**src/rtl/npu_pkg.sv**
```systemverilog
// rtl/npu_pkg.sv - shared states and NPU register map for the conv feeder
package npu_pkg;

  typedef enum logic [2:0] {
    S_IDLE,
    S_CLR,
    S_RD,
    S_WR,
    S_TRIG,
    S_WAIT,
    S_DONE
  } state_t;

  localparam logic [15:0] NPU_ADDR_IMG  = 16'h1000;
  localparam logic [15:0] NPU_ADDR_CTRL = 16'h4000;
  localparam logic [31:0] CTRL_TRIG     = 32'h0000_0001;
  localparam logic [31:0] CTRL_IMG_CLR  = 32'h0000_0008;

  localparam int RD_CYCLES   = 4;
  localparam int WAIT_CYCLES = 2;

endpackage

```
**src/rtl/npu_conv_feeder.sv**
```systemverilog
// rtl/npu_conv_feeder.sv - streams image columns from pixel memory into the NPU window
// Outputs are registered from next-state values, so a write shows during its own state cycle.
module npu_conv_feeder
  import npu_pkg::*;
#(
  parameter int IN_H   = 16,
  parameter int IN_W   = 15,
  parameter int K_H    = 3,
  parameter int K_W    = 3,
  parameter int MEM_AW = 8
) (
  input  logic              clk,
  input  logic              rst,
  input  logic              start,
  output logic              busy,
  output logic              done,
  output logic              mem_rd,
  output logic [MEM_AW-1:0] mem_addr,
  input  logic [7:0]        mem_rdata,
  output logic              npu_ena,
  output logic              npu_wea,
  output logic [15:0]       npu_addra,
  output logic [31:0]       npu_dina
);

  localparam logic [7:0] ROW_LAST = 8'(IN_H - K_H);
  localparam logic [7:0] COL_END  = 8'(IN_W);
  localparam logic [2:0] RD_LAST  = 3'(RD_CYCLES - 1);
  localparam logic [2:0] KH_N     = 3'(K_H);
  localparam logic [2:0] KW_N     = 3'(K_W);
  localparam logic [1:0] WAIT_LAST = 2'(WAIT_CYCLES - 1);

  state_t              state_q, state_d;
  logic [7:0]          r_q, r_d;
  logic [7:0]          c_q, c_d;
  logic [2:0]          rd_cnt_q, rd_cnt_d;
  logic [2:0]          n_q, n_d;
  logic [1:0]          wait_cnt_q, wait_cnt_d;
  logic [8*K_H-1:0]    lanes_q, lanes_d;
  logic                busy_q, busy_d;
  logic                done_q, done_d;
  logic                mem_rd_q, mem_rd_d;
  logic [MEM_AW-1:0]   mem_addr_q, mem_addr_d;
  logic                npu_ena_q, npu_ena_d;
  logic [15:0]         npu_addra_q, npu_addra_d;
  logic [31:0]         npu_dina_q, npu_dina_d;
  logic [2:0]          n_inc;

  always_comb begin
    state_d    = state_q;
    r_d        = r_q;
    c_d        = c_q;
    rd_cnt_d   = rd_cnt_q;
    n_d        = n_q;
    wait_cnt_d = wait_cnt_q;
    lanes_d    = lanes_q;
    busy_d     = busy_q;
    done_d     = 1'b0;
    n_inc      = (n_q < KW_N) ? n_q + 3'd1 : n_q;

    // Pixel read on rd_cnt k returns during rd_cnt k+1 and lands in lane k.
    for (int i = 0; i < K_H; i++) begin
      if (state_q == S_RD && rd_cnt_q == 3'(i + 1)) begin
        lanes_d[8*i +: 8] = mem_rdata;
      end
    end

    case (state_q)
      S_IDLE: begin
        if (start && !done_q) begin
          r_d     = 8'd0;
          c_d     = 8'd0;
          busy_d  = 1'b1;
          state_d = S_CLR;
        end
      end
      S_CLR: begin
        n_d      = 3'd0;
        rd_cnt_d = 3'd0;
        state_d  = S_RD;
      end
      S_RD: begin
        if (rd_cnt_q == RD_LAST) begin
          state_d = S_WR;
        end else begin
          rd_cnt_d = rd_cnt_q + 3'd1;
        end
      end
      S_WR: begin
        c_d = c_q + 8'd1;
        n_d = n_inc;
        if (n_inc < KW_N) begin
          rd_cnt_d = 3'd0;
          state_d  = S_RD;
        end else begin
          state_d = S_TRIG;
        end
      end
      S_TRIG: begin
        wait_cnt_d = 2'd0;
        state_d    = S_WAIT;
      end
      S_WAIT: begin
        if (wait_cnt_q == WAIT_LAST) begin
          if (c_q < COL_END) begin
            rd_cnt_d = 3'd0;
            state_d  = S_RD;
          end else if (r_q < ROW_LAST) begin
            r_d     = r_q + 8'd1;
            c_d     = 8'd0;
            state_d = S_CLR;
          end else begin
            state_d = S_DONE;
          end
        end else begin
          wait_cnt_d = wait_cnt_q + 2'd1;
        end
      end
      S_DONE: begin
        done_d  = 1'b1;
        busy_d  = 1'b0;
        state_d = S_IDLE;
      end
      default: state_d = S_IDLE;
    endcase
  end

  always_comb begin
    mem_rd_d    = (state_d == S_RD) && (rd_cnt_d < KH_N);
    mem_addr_d  = '0;
    npu_ena_d   = 1'b0;
    npu_addra_d = 16'h0000;
    npu_dina_d  = 32'h0000_0000;

    if (mem_rd_d) begin
      mem_addr_d = MEM_AW'((32'(r_d) + 32'(rd_cnt_d)) * 32'(IN_W) + 32'(c_d));
    end

    case (state_d)
      S_CLR: begin
        npu_ena_d   = 1'b1;
        npu_addra_d = NPU_ADDR_CTRL;
        npu_dina_d  = CTRL_IMG_CLR;
      end
      S_WR: begin
        npu_ena_d   = 1'b1;
        npu_addra_d = NPU_ADDR_IMG;
        npu_dina_d  = 32'(lanes_d);
      end
      S_TRIG: begin
        npu_ena_d   = 1'b1;
        npu_addra_d = NPU_ADDR_CTRL;
        npu_dina_d  = CTRL_TRIG;
      end
      default: ;
    endcase
  end

  always_ff @(posedge clk) begin
    if (rst) begin
      state_q     <= S_IDLE;
      r_q         <= 8'd0;
      c_q         <= 8'd0;
      rd_cnt_q    <= 3'd0;
      n_q         <= 3'd0;
      wait_cnt_q  <= 2'd0;
      lanes_q     <= '0;
      busy_q      <= 1'b0;
      done_q      <= 1'b0;
      mem_rd_q    <= 1'b0;
      mem_addr_q  <= '0;
      npu_ena_q   <= 1'b0;
      npu_addra_q <= 16'h0000;
      npu_dina_q  <= 32'h0000_0000;
    end else begin
      state_q     <= state_d;
      r_q         <= r_d;
      c_q         <= c_d;
      rd_cnt_q    <= rd_cnt_d;
      n_q         <= n_d;
      wait_cnt_q  <= wait_cnt_d;
      lanes_q     <= lanes_d;
      busy_q      <= busy_d;
      done_q      <= done_d;
      mem_rd_q    <= mem_rd_d;
      mem_addr_q  <= mem_addr_d;
      npu_ena_q   <= npu_ena_d;
      npu_addra_q <= npu_addra_d;
      npu_dina_q  <= npu_dina_d;
    end
  end

  assign busy      = busy_q;
  assign done      = done_q;
  assign mem_rd    = mem_rd_q;
  assign mem_addr  = mem_addr_q;
  assign npu_ena   = npu_ena_q;
  assign npu_wea   = npu_ena_q;
  assign npu_addra = npu_addra_q;
  assign npu_dina  = npu_dina_q;

endmodule

```
**config.mk**
```make
export PLATFORM = sky130hd
export DESIGN_NAME = npu_conv_feeder
export DESIGN_NICKNAME = d
export VERILOG_FILES = /design/src/rtl/npu_pkg.sv /design/src/rtl/npu_conv_feeder.sv
export SDC_FILE = /design/constraint.sdc
export NUM_CORES = 1
export LEC_CHECK = 0
export BUFFER_PORTS_ARGS = -buffer_cell sky130_fd_sc_hd__buf_2
export CAP_MARGIN = 10
export CORE_MARGIN = 2
export CORE_UTILIZATION = 56
export CTS_CLUSTER_SIZE = 14
export DETAILED_ROUTE_END_ITERATION = 10
export PLACE_DENSITY = 0.88
export SYNTH_ARGS = -nofsm -noshare
export SYNTH_HDL_FRONTEND = slang
export SYNTH_SLANG_ARGS = --single-unit
```
**constraint.sdc**
```tcl
create_clock -name clk -period 7.3 [get_ports clk]
set_input_delay 1.095 -clock clk [delete_from_list [all_inputs] [get_ports clk]]
set_output_delay 1.095 -clock clk [all_outputs]
set_load 0.05 [all_outputs]
```
==> impl_metrics.toml <==
[outcome]
status = "finished, final reports clean"

[die]
io_pins = 72
start_util_pct = 56.9
die_w_um = 92.2
core_mm2 = 0.00765
fp.dieArea_mm2 = 0.00850
die_h_um = 92.2
row_count = 32

[layout]
syn_to_final_growth_pct = 9.89
fillers = 624
post_layout_nonfiller_instances = 641
final_area_mm2 = 0.00478
diodes = 0
num-nets-final = 580
drive_gt1_share_pct = 15.4

[hold_path]
hp-class = "register to register"
min_from = "busy"
holdPathStages = 2
hold-path-endpoint = "busy"

[global_route]
grt_pass1_vias = 3219
grt_pass1_wl_mm = 15.1
grt_usage_pct = 22.5
grt_max_degree = 71
antenna_found_initial = 0
gr-total-overflow = 0

[cts]
cts_buffer_depth = 2
postCtsSetupBuffers = 0
clk_pin_slew_ns = 0.08
cts-root-buf = "clkbuf_8"
cts_tree = "built"
cts.sinks = 81
cts_resized = 0
h-tree-depth = 3
numCtsBuffers = 9
ctsHoldBuffers = 0
clk_latency_ns = 0.36

[synth]
syn_inst = 494
synth_compound_gate_area_share_pct = 12.6
async_reset_ff_share_pct = 0
synthFlopType = "dfxtp_1"
seq_area_frac_synth_pct = 37.2
synth_xor_area_share_pct = 3.94
synthMuxAreaShare_pct = 3.91
ys_seq_elements = 81
synth_top_family_by_area = "simple AND/OR/NAND/NOR gates"
netlist_area_mm2 = 0.00435
yosys.area_share.simple_pct = 20.5
synth_edf_count = 0
yosys_warnings = 0
synth.avg_cell_area_um2 = 8.81
yosysUniqueCellTypes = 62
yosys.area_share.adder_pct = 12.4

[timing]
fin_worst_skew_ns = 0.00895
setup_ws_ns = 0.807
tightest_slew_ns = 0.747
max_freq_mhz = 154
min_period_ns = 6.49
slew_violations = 0
setup_tns_ns = 0
finalCritPeriodShare_pct = 88.9
grt_setup_unrepaired = "false"
slew_headroom_pct = 50.1
hold_slack_ns = 0.456
setup_viol = 0
hold_viol = 0

[route]
drt-total-wl_mm = 9.14
drc = 0
ant_nets = 0
drtIter0Drc = 222
dr.pass1.iters = 5
vias_per_cell = 5.49
wl_per_cell_um = 14.3
num_vias = 3517

[worst_setup_path]
critical-path-top-delay-family = "adder cells"
crit_path_end_kind = "register"
crit_path_frequent_cell = "xnor2_1"
timing.rr.end = "mem_addr[7]"
arrival_ns = 6.78
crit_chain = "nand3b_1, a31o_2, nand4_2, a21oi_1, inv_1, ha_1, ha_1, o21ba_2, xnor2_1, inv_1, fa_1, fa_1, fa_1, inv_1, ha_1, a21oi_1, o21bai_1, a21oi_1, xnor2_1, xnor2_1, xnor2_1, xnor3_1, nor2_1"
worstPathRequired_ns = 7.59
crit_buf_inv = 3
critPathLaunchType = "register"
rr_startpoint = "state_q[1]"
rrSetupSlack_ns = 0.81
cp_slowest_stage_delay_ns = 0.67
cp_max_fo = 18
cp_slowest_cell = "dfxtp_1"
path_class = "register to register"
r2r_cells = 23

[place]
gp_congestion = 0.878
dp_slack_ns = 0.764
dp_hpwl_mm = 6.67
port_buffers = 49
place_area_mm2 = 0.00457
place_inst = 625

[pwr]
switchingPower_mw = 0.257
p_leak_nw = 2.23
power-per-cell-area_mw_per_mm2 = 186
power_frac_comb_pct = 11.2
clock_power_share_pct = 38.0
p_sw_share_pct = 28.8
vdd_ir_drop_max_mv = 0.0943
p_int_mw = 0.635
seqPwrFrac_pct = 50.8

[job]
drv_cap = 0
placed cells by master (no fill, tap or decap), drive strengths merged, types with 13 or more instances in the layout:
| cell | netlist | layout |
|---|---|---|
| nor2 | 70 | 70 |
| nand2 | 31 | 31 |
| nor3 | 32 | 32 |
| buf | 29 | 53 |
| ha | 23 | 23 |
| a21oi | 21 | 21 |
| o21ai | 13 | 13 |
| conb | 1 | 22 |
| inv | 39 | 42 |
| mux2i | 17 | 17 |
| xnor2 | 14 | 14 |
| dfxtp | 81 | 81 |
cell usage after synthesis (all sizes together), types with 3 or more instances:
library cell / n / area share, %
nand3b: 4 / 0.78
and3b: 3 / 0.60
nor2b: 8 / 1.1
xor2: 3 / 0.60
buf: 29 / 4.6
nor3b: 3 / 0.52
fa: 12 / 5.5
nor3: 32 / 3.8
nor4b: 3 / 0.75
o2111ai: 3 / 0.60
o21ai: 13 / 1.8
and2: 7 / 1.0
and3: 6 / 0.86
mux2i: 17 / 3.9
nor2: 70 / 6.2
a21oi: 21 / 2.8
ha: 23 / 6.6
nand3: 10 / 1.1
clkbuf: 16 / 1.4
o21bai: 3 / 0.52
dfxtp: 81 / 37
xnor2: 14 / 2.8
o22ai: 3 / 0.43
inv: 39 / 3.4
a21o: 4 / 0.69
nand2: 31 / 2.7
through the flow:
stage                     power (mW)  util [%]
after floorplan                0.552         -
after global placement         0.558      59.8
after detailed placement       0.562      59.8
after CTS                      0.896      62.6
after global routing           0.926      62.6
final                          0.892      62.6
final cells by class:
| type | instances | area [um^2] | area share, % |
|---|---|---|---|
| timing repair buffer | 53 | 275 | 5.75 |
| sequential | 81 | 1620 | 33.9 |
| clock inverter | 7 | 86.3 | 1.80 |
| tap | 102 | 128 | 2.67 |
| clock buffer | 9 | 124 | 2.59 |
| inverter | 39 | 146 | 3.06 |
| multi-input combinational | 350 | 2400 | 50.2 |
how the worst max path moves through the flow:
stage               start          end  depth (start not counted)
2_1_floorplan       start  mem_addr[7]                         25
3_3_place_gp        start  mem_addr[7]                         27
3_5_place_dp        start  mem_addr[7]                         24
4_1_cts        state_q[1]  mem_addr[7]                         24
5_1_grt        state_q[1]  mem_addr[7]                         24
6_report       state_q[1]  mem_addr[7]                         23
per-layer routing:
layer	vias up	GRT usage, %	wire length, um
met5	-	0	0
met4	0	8.46	216
met3	21	5.01	456
met2	122	37.9	4580
met1	1669	28.3	3880
li1	1705	-	-
registers in the layout, indices dropped and copies added (netlist names), 2 cells and up:
name	count
c_q	8
lanes_q	16
mem_addr	8
n_q	3
npu_addra	2
npu_dina	24
r_q	8
rd_cnt_q	3
state_q	3
wait_cnt_q	2
logic make-up (layout without fill, tap and decap cells):
family / count (synthesis) / count (layout)
flip-flops: 81 / 81
adder cells (fa/ha/maj): 36 / 36
other: 1 / 22
XOR/XNOR: 18 / 18
buffers and inverters: 84 / 108
AO/OA/AOI/OAI: 75 / 75
multiplexers: 17 / 17
AND/OR/NAND/NOR: 182 / 182
tightest hold or removal path, stage by stage, from the launching register on:
cell and delay, ns:
dfxtp_1 0.31, nand2_1 0.05, a21oi_1 0.05
power by group through the flow:
stage | logic (mW) | registers, mW | clock network (mW)
CTS | 0.0993 | 0.453 | 0.343
finish | 0.0996 | 0.453 | 0.339
global placement | 0.0950 | 0.463 | 0
global route | 0.108 | 0.455 | 0.364
floorplan | 0.0813 | 0.471 | 0
detailed placement | 0.0985 | 0.464 | 0
(Power assumes the default switching activity.)
